`config.mk`:
```
export PLATFORM = sky130hd
export DESIGN_NAME = instr_fetch
export DESIGN_NICKNAME = d
export VERILOG_FILES = /design/src/rtl/instr_fetch.sv
export SDC_FILE = /design/constraint.sdc
export NUM_CORES = 2
export LEC_CHECK = 0
export CAP_MARGIN = 15
export CORE_MARGIN = 2
export CORE_UTILIZATION = 56
export CTS_CLUSTER_DIAMETER = 100
export CTS_CLUSTER_SIZE = 16
export DETAILED_ROUTE_END_ITERATION = 7
export GPL_TIMING_DRIVEN = 0
export PLACE_DENSITY = 0.76
export SETUP_SLACK_MARGIN = 0.15
export SLEW_MARGIN = 20
export SYNTH_ARGS = -nofsm -noshare
export SYNTH_HDL_FRONTEND = slang
export SYNTH_SLANG_ARGS = --single-unit
```
`constraint.sdc`:
```
create_clock -name clk -period 3.9 [get_ports clk]
set_input_delay 0.39 -clock clk [delete_from_list [all_inputs] [get_ports clk]]
set_output_delay 0.39 -clock clk [all_outputs]
set_load 0.01 [all_outputs]
```
`src/rtl/instr_fetch.sv`:
```
// rtl/instr_fetch.sv - instruction fetch stage: fetch PC, instruction memory, IF/ID register
// Branch redirects are relative to the IF/ID pc, and a taken branch injects a NOP bubble.
module instr_fetch #(
  parameter int          IMEM_DEPTH = 64,
  parameter logic [63:0] RESET_PC   = 64'h0
) (
  input  logic                          clk,
  input  logic                          reset,
  input  logic                          stall,
  input  logic                          branch_taken,
  input  logic [63:0]                   branch_offset,
  input  logic                          imem_we,
  input  logic [$clog2(IMEM_DEPTH)-1:0] imem_addr,
  input  logic [31:0]                   imem_wdata,
  output logic [63:0]                   pc,
  output logic [31:0]                   Instruction,
  output logic [6:0]                    Opcode,
  output logic [3:0]                    Funct,
  output logic                          valid
);

  localparam int AW = $clog2(IMEM_DEPTH);
  localparam logic [31:0] NOP = 32'h0000_0013;

  logic [31:0] imem_q [IMEM_DEPTH];

  logic [63:0] fetch_pc_q, fetch_pc_d;
  logic [63:0] pc_q, pc_d;
  logic [31:0] instr_q, instr_d;
  logic        valid_q, valid_d;
  logic [31:0] fetch_word;

  // Memory has no reset so a program loaded during reset survives it.
  always_ff @(posedge clk) begin
    if (imem_we) begin
      imem_q[imem_addr] <= imem_wdata;
    end
  end

  // Combinational read sees pre-edge contents, so a same-cycle write returns old data.
  assign fetch_word = imem_q[fetch_pc_q[AW+1:2]];

  always_comb begin
    fetch_pc_d = fetch_pc_q;
    pc_d       = pc_q;
    instr_d    = instr_q;
    valid_d    = valid_q;
    if (reset) begin
      fetch_pc_d = RESET_PC;
      pc_d       = 64'h0;
      instr_d    = NOP;
      valid_d    = 1'b0;
    end else if (branch_taken) begin
      fetch_pc_d = pc_q + branch_offset;
      instr_d    = NOP;
      valid_d    = 1'b0;
    end else if (!stall) begin
      fetch_pc_d = fetch_pc_q + 64'd4;
      pc_d       = fetch_pc_q;
      instr_d    = fetch_word;
      valid_d    = 1'b1;
    end
  end

  always_ff @(posedge clk) begin
    fetch_pc_q <= fetch_pc_d;
    pc_q       <= pc_d;
    instr_q    <= instr_d;
    valid_q    <= valid_d;
  end

  assign pc          = pc_q;
  assign Instruction = instr_q;
  assign valid       = valid_q;
  assign Opcode      = instr_q[6:0];
  assign Funct       = {instr_q[30], instr_q[14:12]};

endmodule

```
==> summary.md <==
| Metric | Value |
|---|---|
| Layout cells sized above 1 | 0.256 |
| Mux cell area share after synthesis | 0.171 |
| CP endpoint kind | register |
| Net Count, Synth | 4,567 |
| Hold Crit Class | in -> reg |
| Worst path max stage delay | 0.58 ns |
| Worst-skew pair later-pin latency | 0.84 ns |
| Final setup slack of the worst path | 0.0997 ns |
| Final Cycle Share | 0.974 |
| Compound-cell area share of the yosys netlist | 0.0296 |
| Initial antenna violation count | 16 |
| TritonCTS clock tree | built |
| Pleak | 31.5 nW |
| Clock Sinks | 2,209 |
| Layout Nets | 5,087 |
| Inst Count DP | 6,803 |
| Hold Fails Final Rpt | 0 |
| WL final | 258,000 um |
| Max cap viols | 0 |
| Htree depth | 4 |
| Post-Synth XOR/XNOR Area | 0.0110 |
| HPWL after DPL | 167,000 um |
| Buffers on Ports | 208 |
| Non-filler cells, final | 7,033 |
| Min Tclk post-route | 3.80 ns |
| Synth top area cells | edfxtp_1, mux4_2, dfxtp_1, nand2_1, a21oi_1 |
| CP Max Fanout | 10 |
| IO Count | 215 |
| Vias in the first global route | 48,561 |
| Core Area | 0.156 mm^2 |
| CP required | 4.57 ns |
| CP startpoint kind | register |
| Fmax | 263 MHz |
| Initial core utilization | 0.565 |
| Synthesis-stage register bit count | 2,209 |
| DR iter-0 viols | 7,915 |
| Layout Area Growth over Synthesis | 14.7% |
| Synth area leader | edfxtp_1 |
| Largest net degree at the start of global routing | 65 |
| Skew final | 0.0367 ns |
| Sequential-to-total area share from yosys stat | 0.733 |
| Delay-heaviest family, CP | multiplexers |
| Power per Cell Area | 457 mW/mm^2 |
| 1st-pass router iterations | 6 |
| Via count | 48,894 |
| Clk root buf | clkbuf_16 |
| Die W | 401 um |
| Vias/cell | 6.95 |
| Die ar. | 0.161 mm^2 |
| Post-synth EDFFs | 2,048 |
| Number of remaining DRC errors | 0 |
| GP Congestion | 0.925 |
| Max Slew Vio Count | 0 |
| DR WL/cell | 36.7 um |
| Crit-path cells | clkbuf_2 > clkdlybuf4s15_2 > clkbuf_2 > mux4_2 > mux4_2 > mux2i_1 > a211oi_1 > a21oi_1 > nor2_1 |
| Kind of critical path | reg -> reg |
| Std cell rows | 145 |
| Clock buffer depth | 3 |
| Mean Syn Cell Area | 20.1 um^2 |
| Post-synthesis simple-gate area fraction | 0.0331 |
| Reg clk slew, reported paths | 0.08 ns |
| Synth Flop Type | edfxtp_1 |
| Post-synth cell types | 80 |
| Largest family of logic cells by synthesized area | multiplexers |
| Die Y | 401 um |
| Cell count after synthesis | 4,395 |
| Count of final setup violators | 0 |
| Synth Cell Area | 0.0883 mm^2 |
| Status | finished, final reports clean |
| First-pass GRT wire length | 363,000 um |
| Yosys Warn Count | 0 |
| RSZ-0062 raised after global routing | yes |
| ANT nets after route | 0 |
| Cell with the largest stage delay on the worst path | clkdlybuf4s15_2 |
| Pre-CTS setup slack | -0.959 ns |
| Number of CTS-inserted buffers | 156 |
| Buf/Inv on CP | 3 |
| Total GRT Usage | 0.321 |
| Max-slew headroom | 0.181 |
| WP data arrival | 4.48 ns |
| Worst vdd ir | 535 uV |
| Yosys top cell area share | 0.696 |
| Least-Margin Pin Slew | 1.23 ns |
| Synth Area in Adders | 0.00929 |
| Grt ovf | 0 |
| Post-synthesis async set-or-reset flop share | 0 |
==> flip-flops by register name, summed over array words and instances (netlist names) <==
register,count
valid,1
pc,64
imem_q,2048
fetch_pc_q,64
Instruction,32
==> report_power, final <==
part           internal, mW  switching, mW
logic                  1.91           2.77
registers              26.1          0.165
clock network          7.49           7.91
==> worst reg2reg max path: stages (launching register included) <==
cell,delay (ns)
dfxtp_1,0.41
clkbuf_2,0.33
clkdlybuf4s15_2,0.58
clkbuf_2,0.46
mux4_2,0.47
mux4_2,0.54
mux2i_1,0.42
a211oi_1,0.20
a21oi_1,0.17
nor2_1,0.07
==> kinds of logic after synthesis <==
kind of cell,after synthesis
AND/OR/NAND/NOR,645
XOR/XNOR,111
buffers and inverters,282
AO/OA/AOI/OAI,407
flip-flops,2209
adder cells (fa/ha/maj),65
multiplexers,676
==> layout make-up <==
type / instances / area, um^2
sequential: 2209 / 64700
fill: 9974 / 55000
clock inverter: 13 / 234
inverter: 27 / 101
multi-input combinational: 1904 / 23000
clock buffer: 201 / 4120
timing repair buffer: 362 / 5250
antenna: 4 / 10.0
buffer: 255 / 1400
tap: 2058 / 2570
==> metrics by stage <==
step           power, mW  hold WS [ns]  utilization  cell area [um^2]  TNS (ns)
6_report            46.3        0.0498        0.648            101000         0
3_3_place_gp        31.1         0.435        0.595             93000  -2517.97
3_5_place_dp        31.2         0.455        0.617             96500    -27.05
5_1_grt             47.2        0.0402        0.648            101000         0
2_1_floorplan       29.2         0.431            -             88300         0
4_1_cts             46.3       0.00580        0.648            101000         0
==> worst paths after layout <==
kind                                       from              end  slack, ns  cells past startpoint
worst max-delay path              fetch_pc_q[3]  Instruction[15]        0.1                      9
worst min-delay path             imem_wdata[31]   imem_q[61][31]       0.05                      1
worst max register to register    fetch_pc_q[3]  Instruction[15]        0.1                      9
worst min register to register  Instruction[17]  Instruction[17]       0.46                      2
==> cell usage after synthesis (10+ instances only) <==
library cell	count
xor2_1	39
buf_1	30
o21bai_1	10
nand4_1	41
a31oi_1	11
xnor2_1	72
clkbuf_1	150
a21o_1	40
nand2_1	261
mux4_2	664
dfxtp_1	161
ha_1	64
nor2b_1	16
buf_2	57
nand3_1	54
edfxtp_1	2048
buf_4	16
nor3_1	22
o21a_1	11
a21oi_1	172
a211oi_1	62
and4_1	10
o21ai_0	33
nor2_1	179
mux2i_1	11
inv_1	26
and3_1	14
==> repair_timing <==
| action | CTS | global route |
|---|---|---|
| gates resized for setup | 121 | 25 |
| endpoints found under the setup margin | 43 | 30 |
| setup buffers | 3 | 1 |
| hold buffers | 7 | 0 |
| pin swaps | 3 | 2 |
| endpoints found under the hold margin | 80 | 0 |
==> layout by cell type, fill, tap and decap left out, types with 14 or more instances in the layout <==
cell / n
nand4_1: 41
buf_12: 59
o21ai_0: 33
nand2_1: 261
clkbuf_2: 58
nand3_1: 54
mux4_2: 664
a21oi_1: 172
buf_2: 52
nor3_1: 19
clkdlybuf4s50_1: 176
inv_1: 26
ha_1: 64
buf_16: 67
buf_4: 62
nor2_1: 116
nor2_4: 62
nor2b_1: 16
and3_1: 14
clkbuf_1: 133
xor2_1: 39
a211oi_1: 61
clkbuf_16: 158
a21o_1: 39
edfxtp_1: 2048
xnor2_1: 72
dfxtp_1: 160
==> layer usage <==
metal | up-vias | track usage | part of all wire
met5 | - | 0 | 0.00043
met4 | 16 | 0.170 | 0.062
met3 | 788 | 0.0790 | 0.12
met2 | 3874 | 0.505 | 0.48
met1 | 25134 | 0.420 | 0.34
li1 | 19082 | - | -
No activity file was read; power rests on OpenSTA's default activity.
